File: config.mk
export PLATFORM = sky130hd
export DESIGN_NAME = lock_seq_ctrl_flat
export DESIGN_NICKNAME = d
export VERILOG_FILES = /design/src/rtl/lock_pkg.sv /design/src/rtl/lock_seq_ctrl_if.sv /design/src/rtl/lockout_timer.sv /design/src/rtl/lock_seq_ctrl.sv /design/src/flat_wrapper.sv
export SDC_FILE = /design/constraint.sdc
export NUM_CORES = 1
export LEC_CHECK = 0
export CAP_MARGIN = 10
export CELL_PAD_IN_SITES_DETAIL_PLACEMENT = 0
export CELL_PAD_IN_SITES_GLOBAL_PLACEMENT = 1
export CORE_UTILIZATION = 47
export CTS_BUF_LIST = sky130_fd_sc_hd__clkbuf_8
export DETAILED_ROUTE_END_ITERATION = 8
export PLACE_DENSITY_LB_ADDON = 0.3
export SYNTH_ARGS = -nofsm -noshare
export SYNTH_HDL_FRONTEND = slang
export SYNTH_SLANG_ARGS = --single-unit
export TNS_END_PERCENT = 50
File: constraint.sdc
create_clock -name clk -period 2.51 [get_ports clk]
set_input_delay 0.251 -clock clk [delete_from_list [all_inputs] [get_ports clk]]
set_output_delay 0.251 -clock clk [all_outputs]
set_load 0.05 [all_outputs]
File: src/rtl/lock_pkg.sv
// lock_pkg: shared state encoding, LED patterns and digit width for the passcode controller
package lock_pkg;
  localparam int DIGIT_W = 4;
  typedef enum logic [2:0] {
    IDLE    = 3'd0,
    ENTRY   = 3'd1,
    CHECK   = 3'd2,
    OPEN    = 3'd3,
    PROG    = 3'd4,
    LOCKOUT = 3'd5
  } lock_state_t;
  localparam logic [2:0] LED_LOCKED  = 3'b000;
  localparam logic [2:0] LED_OPEN    = 3'b110;
  localparam logic [2:0] LED_PROG    = 3'b101;
  localparam logic [2:0] LED_LOCKOUT = 3'b001;
  function automatic logic [2:0] led_of(lock_state_t s);
    return s == OPEN ? LED_OPEN : s == PROG ? LED_PROG : s == LOCKOUT ? LED_LOCKOUT : LED_LOCKED;
  endfunction
endpackage

File: src/rtl/lock_seq_ctrl_if.sv
// lock_seq_ctrl_if: keypad strobes in, lock status out
interface lock_seq_ctrl_if;
  logic                         digit_valid;
  logic [lock_pkg::DIGIT_W-1:0] digit;
  logic                         enter;
  logic                         clear;
  logic                         prog;
  logic                         relock;
  logic                         unlocked;
  logic                         fail_pulse;
  logic                         lockout;
  logic                         alarm;
  logic [2:0]                   tries_left;
  logic [3:0]                   digit_cnt;
  logic [2:0]                   led;
  modport master (
    output digit_valid, digit, enter, clear, prog, relock,
    input  unlocked, fail_pulse, lockout, alarm, tries_left, digit_cnt, led
  );
  modport slave (
    input  digit_valid, digit, enter, clear, prog, relock,
    output unlocked, fail_pulse, lockout, alarm, tries_left, digit_cnt, led
  );
endinterface

File: src/rtl/lockout_timer.sv
// lockout_timer: counts the lockout window; LOCK_SEQ_ALARM_EN adds a 64-cycle alarm toggle
module lockout_timer #(
  parameter int LOCKOUT_CYCLES = 1000
) (
  input  logic clk,
  input  logic rst,
  input  logic start,
  output logic busy,
  output logic done,
  output logic alarm
);
  localparam int CW = $clog2(LOCKOUT_CYCLES);
  logic [CW-1:0] cnt;
  assign done = busy && cnt == '0;
  always_ff @(posedge clk or posedge rst) begin
    if (rst) begin
      busy <= 1'b0;
      cnt  <= '0;
    end else if (start) begin
      busy <= 1'b1;
      cnt  <= CW'(LOCKOUT_CYCLES - 1);
    end else if (busy) begin
      busy <= !done;
      cnt  <= done ? cnt : cnt - CW'(1);
    end
  end
`ifdef LOCK_SEQ_ALARM_EN
  logic [5:0] ph;
  logic       tog;
  always_ff @(posedge clk or posedge rst) begin
    if (rst) begin
      ph  <= '0;
      tog <= 1'b0;
    end else if (start) begin
      ph  <= '0;
      tog <= 1'b1;
    end else if (busy) begin
      ph  <= ph + 6'd1;
      tog <= ph == 6'd63 ? ~tog : tog;
    end
  end
  assign alarm = busy & tog;
`else
  assign alarm = 1'b0;
`endif
endmodule

File: src/rtl/lock_seq_ctrl.sv
// lock_seq_ctrl: passcode entry/check/reprogram FSM with retry lockout; LOCK_SEQ_ALARM_EN enables the lockout alarm
module lock_seq_ctrl
  import lock_pkg::*;
#(
  parameter int                           CODE_LEN       = 4,
  parameter int                           MAX_TRIES      = 3,
  parameter int                           LOCKOUT_CYCLES = 1000,
  parameter logic [DIGIT_W*CODE_LEN-1:0]  DEFAULT_CODE   = 16'h1234
) (
  input  logic             clk,
  input  logic             rst,
  lock_seq_ctrl_if.slave   bus
);
  localparam int         W    = DIGIT_W * CODE_LEN;
  localparam logic [3:0] LEN  = 4'(CODE_LEN);
  localparam logic [2:0] MAXT = 3'(MAX_TRIES);
  lock_state_t state, state_n;
  logic [W-1:0] entry, entry_n, code, code_n;
  logic [3:0]   cnt, cnt_n;
  logic [2:0]   fails, fails_n;
  logic         fail_q, fail_n;
  logic         rl, cl, en, pg, dv, take, match, last_try, start, t_busy, t_done;
  // one strobe wins per cycle: relock > clear > enter > prog > digit
  assign rl       = bus.relock;
  assign cl       = bus.clear & ~rl;
  assign en       = bus.enter & ~rl & ~bus.clear;
  assign pg       = bus.prog & ~(rl | bus.clear | bus.enter);
  assign dv       = bus.digit_valid & ~(rl | bus.clear | bus.enter | bus.prog) & (bus.digit <= 4'd9);
  assign take     = dv & (state == IDLE || state == ENTRY || state == PROG) & (cnt < LEN);
  assign match    = cnt == LEN && entry == code;
  assign last_try = fails == MAXT - 3'd1;
  assign start    = state == CHECK && !match && last_try;
  always_comb begin
    state_n = state;
    entry_n = entry;
    cnt_n   = cnt;
    fails_n = fails;
    code_n  = code;
    fail_n  = 1'b0;
    if (take) begin
      entry_n = {entry[W-DIGIT_W-1:0], bus.digit};
      cnt_n   = cnt + 4'd1;
      state_n = state == IDLE ? ENTRY : state;
    end
    case (state)
      IDLE: ;
      ENTRY: begin
        if (cl) begin
          state_n = IDLE;
          entry_n = '0;
          cnt_n   = '0;
        end else if (en) state_n = CHECK;
      end
      CHECK: begin
        entry_n = '0;
        cnt_n   = '0;
        fail_n  = !match;
        fails_n = match ? 3'd0 : fails + 3'd1;
        state_n = match ? OPEN : last_try ? LOCKOUT : IDLE;
      end
      OPEN: begin
        if (rl) state_n = IDLE;
        else if (pg) begin
          state_n = PROG;
          entry_n = '0;
          cnt_n   = '0;
        end
      end
      PROG: begin
        if (rl | cl | en) begin
          state_n = rl ? IDLE : OPEN;
          entry_n = '0;
          cnt_n   = '0;
          code_n  = en && cnt == LEN ? entry : code;
        end
      end
      LOCKOUT: begin
        if (t_done) begin
          state_n = IDLE;
          fails_n = '0;
        end
      end
      default: state_n = IDLE;
    endcase
  end
  always_ff @(posedge clk or posedge rst) begin
    if (rst) begin
      state  <= IDLE;
      entry  <= '0;
      cnt    <= '0;
      fails  <= '0;
      code   <= DEFAULT_CODE;
      fail_q <= 1'b0;
    end else begin
      state  <= state_n;
      entry  <= entry_n;
      cnt    <= cnt_n;
      fails  <= fails_n;
      code   <= code_n;
      fail_q <= fail_n;
    end
  end
  lockout_timer #(.LOCKOUT_CYCLES(LOCKOUT_CYCLES)) u_timer (
    .clk   (clk),
    .rst   (rst),
    .start (start),
    .busy  (t_busy),
    .done  (t_done),
    .alarm (bus.alarm)
  );
  assign bus.unlocked   = state == OPEN || state == PROG;
  assign bus.fail_pulse = fail_q;
  assign bus.lockout    = t_busy;
  assign bus.tries_left = MAXT - fails;
  assign bus.digit_cnt  = cnt;
  assign bus.led        = led_of(state);
endmodule

File: src/flat_wrapper.sv
// flat-port wrapper written by rule: the top's interface ports become plain ports
module lock_seq_ctrl_flat import lock_pkg::*;
#(
  parameter int                           CODE_LEN       = 4,
  parameter int                           MAX_TRIES      = 3,
  parameter int                           LOCKOUT_CYCLES = 1000,
  parameter logic [DIGIT_W*CODE_LEN-1:0]  DEFAULT_CODE   = 16'h1234
)
  (clk, rst, bus_digit_valid, bus_digit, bus_enter, bus_clear, bus_prog, bus_relock, bus_unlocked, bus_fail_pulse, bus_lockout, bus_alarm, bus_tries_left, bus_digit_cnt, bus_led);
  lock_seq_ctrl_if bus_i ();
  input  logic clk;
  input  logic rst;
  input wire logic [$bits(bus_i.digit_valid)-1:0] bus_digit_valid;
  input wire logic [$bits(bus_i.digit)-1:0] bus_digit;
  input wire logic [$bits(bus_i.enter)-1:0] bus_enter;
  input wire logic [$bits(bus_i.clear)-1:0] bus_clear;
  input wire logic [$bits(bus_i.prog)-1:0] bus_prog;
  input wire logic [$bits(bus_i.relock)-1:0] bus_relock;
  output wire logic [$bits(bus_i.unlocked)-1:0] bus_unlocked;
  output wire logic [$bits(bus_i.fail_pulse)-1:0] bus_fail_pulse;
  output wire logic [$bits(bus_i.lockout)-1:0] bus_lockout;
  output wire logic [$bits(bus_i.alarm)-1:0] bus_alarm;
  output wire logic [$bits(bus_i.tries_left)-1:0] bus_tries_left;
  output wire logic [$bits(bus_i.digit_cnt)-1:0] bus_digit_cnt;
  output wire logic [$bits(bus_i.led)-1:0] bus_led;
  assign bus_i.digit_valid = bus_digit_valid;
  assign bus_i.digit = bus_digit;
  assign bus_i.enter = bus_enter;
  assign bus_i.clear = bus_clear;
  assign bus_i.prog = bus_prog;
  assign bus_i.relock = bus_relock;
  assign bus_unlocked = bus_i.unlocked;
  assign bus_fail_pulse = bus_i.fail_pulse;
  assign bus_lockout = bus_i.lockout;
  assign bus_alarm = bus_i.alarm;
  assign bus_tries_left = bus_i.tries_left;
  assign bus_digit_cnt = bus_i.digit_cnt;
  assign bus_led = bus_i.led;
  lock_seq_ctrl #(.CODE_LEN(CODE_LEN), .MAX_TRIES(MAX_TRIES), .LOCKOUT_CYCLES(LOCKOUT_CYCLES), .DEFAULT_CODE(DEFAULT_CODE)) u_core (.clk(clk), .rst(rst), .bus(bus_i));
endmodule
; ---- Word level (Yosys, flattened, before mapping)
; Cells that the tools add are included.
[totals]
reg_bits = 54
latch_bits = 0
mem_bits_rw = 0
rom_bits = 0
inputBits = 11
out_inout_bits = 14
wordCells = 94
n_memories = 0
[classes]
addsub = 4
n_mul = 0
div = 0
order_cmp = 2
n_eq_ne = 10
shifts = 0
muxes = 36
n_bitwise = 17
n_reduce_logical = 17
[op_table]
columns = operator, count
row1 = $mux W16, 5
row2 = $pmux W16 S4, 1
row3 = $mux W3, 14
row4 = $mux W10, 3
row5 = $mux W4, 5
row6 = $pmux W3 S6, 1
row7 = $eq A16 B16 Y1, 1
row8 = $pmux W4 S4, 1
row9 = $logic_not A10 Y1, 1
row10 = $sub A10 B1 Y10 const B, 1
row11 = $eq A3 B2 Y1 const B, 3
row12 = $and A1 B1 Y1, 8
row13 = $eq A3 B3 Y1 const B, 2
row14 = $pmux W3 S2, 1
row15 = $logic_and A1 B1 Y1, 5
row16 = $or A1 B1 Y1, 5
row17 = $add A4 B1 Y4 const B, 1
row18 = $eq A4 B3 Y1 const B, 1
row19 = $le A4 B4 Y1 const B, 1
row20 = $lt A4 B3 Y1 const B, 1
row21 = $mux W1, 4
row22 = $not A1 Y1, 4
row23 = $reduce_and A2 Y1, 2
row24 = $reduce_bool A2 Y1, 2
row25 = 10 further kinds, 13

; ---- Longest topological paths before layout
; Gate-level depths: netlist of run 1.
[logic_depth]
depth_word = 12
ltp_mapped = 8

; ---- By module
; A second synthesis of run 1 with hierarchy kept.
[hier_totals]
hier_cells = 269
hier_area_um2 = 2846.5
[modules_own_cells]
columns = module, n_inst, cells_each, area_each_um2, seq_area_each_um2
row1 = lock_seq_ctrl, 1, 210, 2263.4, 1082.3
row2 = lockout_timer, 1, 59, 583.1, 275.3

; ---- Least setup slack after synthesis of run 1
; No wires, ideal clock.
[synth_path]
path_kind = register -> register
from = register u_core.state[2]
to = register u_core.fails[2]
arrival_ps = 2069
t_required_ps = 2386
path_slack_ps = 317
stages_incl_launch_ff = 6
synth_period_minus_slack_ps = 2193
path_cell_list = dfrtp_1 -> clkbuf_1 -> nor2b_1 -> nand2_1 -> o21a_1 -> a211o_1
[synth_via]
elab_chain_cells = 3
[synth_rtl]
columns = item, line_no
row1 = from (decl), lock_seq_ctrl.sv:17  ; lock_state_t state, state_n;
row2 = from (signal assigned), lock_seq_ctrl.sv:95  ; state <= state_n;
row3 = $eq A3 B3 Y1 or $eq A3 B2 Y1 (tied branches), lock_seq_ctrl.sv:45  ; case (state)
row4 = $ne A2 B2 Y1 (no source line) or $reduce_bool A2 Y1 (tied branches), --
row5 = $reduce_and A2 Y1 (no source line), --
row6 = to (signal assigned), lock_seq_ctrl.sv:98  ; fails <= fails_n;
row7 = to (decl), lock_seq_ctrl.sv:20  ; logic [2:0] fails, fails_n;
; Several ways; a longest one is shown, not always the timed one.
; A chain may end at the register's enable or synchronous reset.

; ---- Worst setup path in the final report of run 1
[layout_path]
from = register u_core.state[1]
to = output port bus_unlocked
[layout_via]
elab_chain_cells = 2
[layout_rtl]
columns = item, line_no
row1 = $eq A3 B2 Y1 or $eq A3 B3 Y1 (tied branches), lock_seq_ctrl.sv:111  ; assign bus.unlocked = state == OPEN || state == PROG;
row2 = $logic_or A1 B1 Y1 *, lock_seq_ctrl.sv:111
row3 = to (decl), flat_wrapper.sv:19  ; output wire logic [$bits(bus_i.unlocked)-1:0] bus_unlocked;
; Every way passes the cells marked *; elsewhere a longest branch is shown, timed or not.

==> impl_metrics.json, run 1 <==
{
  "worst_ep_arrival_time_ns": 2.10,
  "synth_nets": 282,
  "route.detailed.drc": 0,
  "start_util_pct": 50.1,
  "critPathBufInv": 2,
  "overflow": 0,
  "cap_violations": 0,
  "cts_tree": "yes",
  "clkPwrFrac_pct": 33.5,
  "cts_buffers": 5,
  "drtPass1Iterations": 7,
  "reg2regPathDepth": 8,
  "synth_cell_type_count": 48,
  "wl_per_cell_um": 15.1,
  "yosys_register_bits": 54,
  "crit_chain": "nor3b_1, nor2_1, inv_1, clkdlybuf4s50_1",
  "rsz0062_at_grt": "false",
  "clkTransAtPathRegs_ns": 0.10,
  "power.density_nw_per_um2": 428,
  "outcome": "completed",
  "htree_num_levels": 2,
  "wirelength_um": 5470,
  "tns_ns": 0,
  "r2r-start": "u_core.bus.digit_cnt[0]",
  "hp-class": "in2async",
  "portBuffers": 23,
  "worst_pin_slew_ns": 0.898,
  "io_pins": 25,
  "synth-edff-count": 0,
  "grt_first_pass_wirelength_um": 9250,
  "post-cts-setup-buffers": 0,
  "drt_iter0_markers": 36,
  "crit_required_ns": 2.26,
  "cts-root-buf": "clkbuf_8",
  "net-switching-power_w": 0.000306,
  "syn_avg_cell_area_sq_um": 10.7,
  "grt_max_degree": 43,
  "viasPerCell": 5.34,
  "gp_congestion": 0.766,
  "ctsHoldBuffers": 0,
  "die_area_sq_um": 6330,
  "num_antenna_cells": 0,
  "synthCells": 265,
  "post_dp_cell_area_sq_um": 3150,
  "cp.depth": 4,
  "switching_share_pct": 22.1,
  "slowest_stage": "clkdlybuf4s50_1",
  "period_share_pct": 93.7,
  "async_flop_share_pct": 100,
  "layout_commonest_cell": "dfrtp_1",
  "fin_skew_ns": 0.00902,
  "synth_area_sq_um": 2830,
  "layout.nets": 307,
  "clockBufferDepth": 2,
  "area_growth_pct": 14.2,
  "ant_nets": 0,
  "vias": 1940,
  "power_frac_comb_pct": 3.6,
  "critPathMaxFanout": 11,
  "critPathLaunchType": "register",
  "dpl.hpwl_um": 3730,
  "grt_usage_pct": 19.2,
  "setup_viol": 0,
  "critPathCaptureType": "output pin",
  "die_y_um": 79.6,
  "synth-seq-area-share_pct": 48.0,
  "layout-drive-gt1-share_pct": 14.4,
  "max_freq_mhz": 425,
  "cts_resized": 0,
  "criticalPathCategory": "reg2out",
  "antenna_found_initial": 0,
  "drv_slew": 0,
  "cts.sinks": 54,
  "layout_common_cells": "49 x dfrtp_1, 24 x nor2_1, 23 x clkdlybuf4s50_1",
  "critical_path.max_stage_delay_ns": 0.79,
  "synthFlopType": "dfrtp_1",
  "yosys_warnings": 0,
  "fin_area_sq_um": 3230,
  "row_count": 27,
  "path_delay_family": "buffers and inverters",
  "irDropWorstVdd_mv": 0.262,
  "min_period_ns": 2.35,
  "power.internal_w": 0.00108,
  "core_sq_um": 5640,
  "reg2reg_slack_ns": 0.33,
  "r2r-end": "u_core.fails[0]",
  "die_w_um": 79.6,
  "slew_headroom_pct": 40.1,
  "seqPwrFrac_pct": 62.9,
  "p_leak_nw": 1.62,
  "hold_violations": 0,
  "grt_pass1_vias": 1917,
  "clkLatencyLatePin_ns": 0.30
}
==> synthesized netlist by cell type, drive strengths merged (4+ instances only) <==
library cell	number	area [sq um]
clkbuf	4	15.0
xnor2	20	175
dfstp	5	131
a21o	4	30.0
o21ai	11	55.1
inv	13	48.8
ha	6	75.1
nor3	7	40.0
buf	8	50.0
a21oi	12	60.1
nor2	24	90.1
dfrtp	49	1230
nor2b	4	25.0
nand3	7	35.0
nor3b	4	30.0
nand2	12	45.0
nand4	8	56.3
mux2i	16	160
mux2	17	191
==> cell families (layout without fill, tap and decap cells) <==
group / after synthesis / in the layout / synth area share (%)
multiplexers: 33 / 33 / 12.4
buffers and inverters: 25 / 51 / 4.03
flip-flops: 54 / 54 / 48.0
XOR/XNOR: 23 / 23 / 7.12
other: 1 / 1 / 0.133
adder cells (fa/ha/maj): 6 / 6 / 2.65
AND/OR/NAND/NOR: 86 / 86 / 17.2
AO/OA/AOI/OAI: 37 / 37 / 8.41
==> worst max-delay path by stage <==
stage | to | from
final | bus_unlocked | u_core.state[1]
after detailed placement | u_core.bus.digit_cnt[0] | bus_prog
after CTS | bus_unlocked | u_core.state[2]
after global placement | u_core.entry[6] | bus_prog
after floorplan | u_core.fails[2] | u_core.state[2]
after global routing | bus_unlocked | u_core.state[2]
==> power by group through the flow <==
stage	Sequential, W	Clock [W]	Combinational (W)
final	0.000870	0.000463	0.0000498
after global routing	0.000870	0.000518	0.0000558
after CTS	0.000870	0.000480	0.0000516
after detailed placement	0.000887	0	0.0000512
after global placement	0.000887	0	0.0000507
after floorplan	0.000887	0	0.0000210
==> per-layer routing <==
metal | track usage, % | vias up | routed length [um]
met2 | 29.4 | 26 | 2470
met4 | 5.82 | 0 | 57
met3 | 4.23 | 7 | 157
li1 | - | 973 | -
met5 | 0 | - | 0
met1 | 27.0 | 934 | 2790
==> cell type report <==
class,count,area [sq um]
sequential,54,1360
timing repair buffer,30,295
clock inverter,3,11.3
fill,509,2410
tap,72,90.1
multi-input combinational,186,1360
clock buffer,5,68.8
inverter,13,48.8
==> worst reg2reg max path, delay by kind of cell (launching register included) <==
| family | cells | cell delay, ns |
|---|---|---|
| compound gates | 1 | 0.21 |
| fa+ha+maj | 1 | 0.15 |
| flops | 1 | 0.41 |
| mux | 1 | 0.27 |
| simple gates | 3 | 0.86 |
| buf+inv | 2 | 0.19 |
==> stage by stage <==
stage / total power [W] / setup slack (ns) / util [%] / hold WS [ns] / instances
detailed placement: 0.000938 / 0.301 / 55.8 / 0.515 / 355
global placement: 0.000937 / 0.269 / 55.8 / 0.509 / 355
CTS: 0.00140 / 0.142 / 57.2 / 0.209 / 363
floorplan: 0.000908 / 0.317 / - / 0.382 / 265
global route: 0.00144 / 0.0188 / 57.2 / 0.233 / 363
finish: 0.00138 / 0.159 / 57.2 / 0.209 / 363
==> registers in the layout, indices dropped and copies added, names as in the netlist <==
name	cells
u_core.bus.digit_cnt	4
u_core.u_timer.cnt	10
u_core.state	3
u_core.entry	16
u_core.bus.fail_pulse	1
u_core.fails	3
u_core.code	16
u_core.u_timer.busy	1
Note: power is estimated with default switching activity, not from simulation.
==> run 2, diff against run 1 <==
--- a/config.mk
+++ b/config.mk
@@ -5,7 +5,6 @@
 export SDC_FILE = /design/constraint.sdc
 export NUM_CORES = 1
 export LEC_CHECK = 0
-export CAP_MARGIN = 10
 export CELL_PAD_IN_SITES_DETAIL_PLACEMENT = 0
 export CELL_PAD_IN_SITES_GLOBAL_PLACEMENT = 1
 export CORE_UTILIZATION = 47
==> results of run 2 <==
Final layout, timing and power as in run 1 (identical DEF).
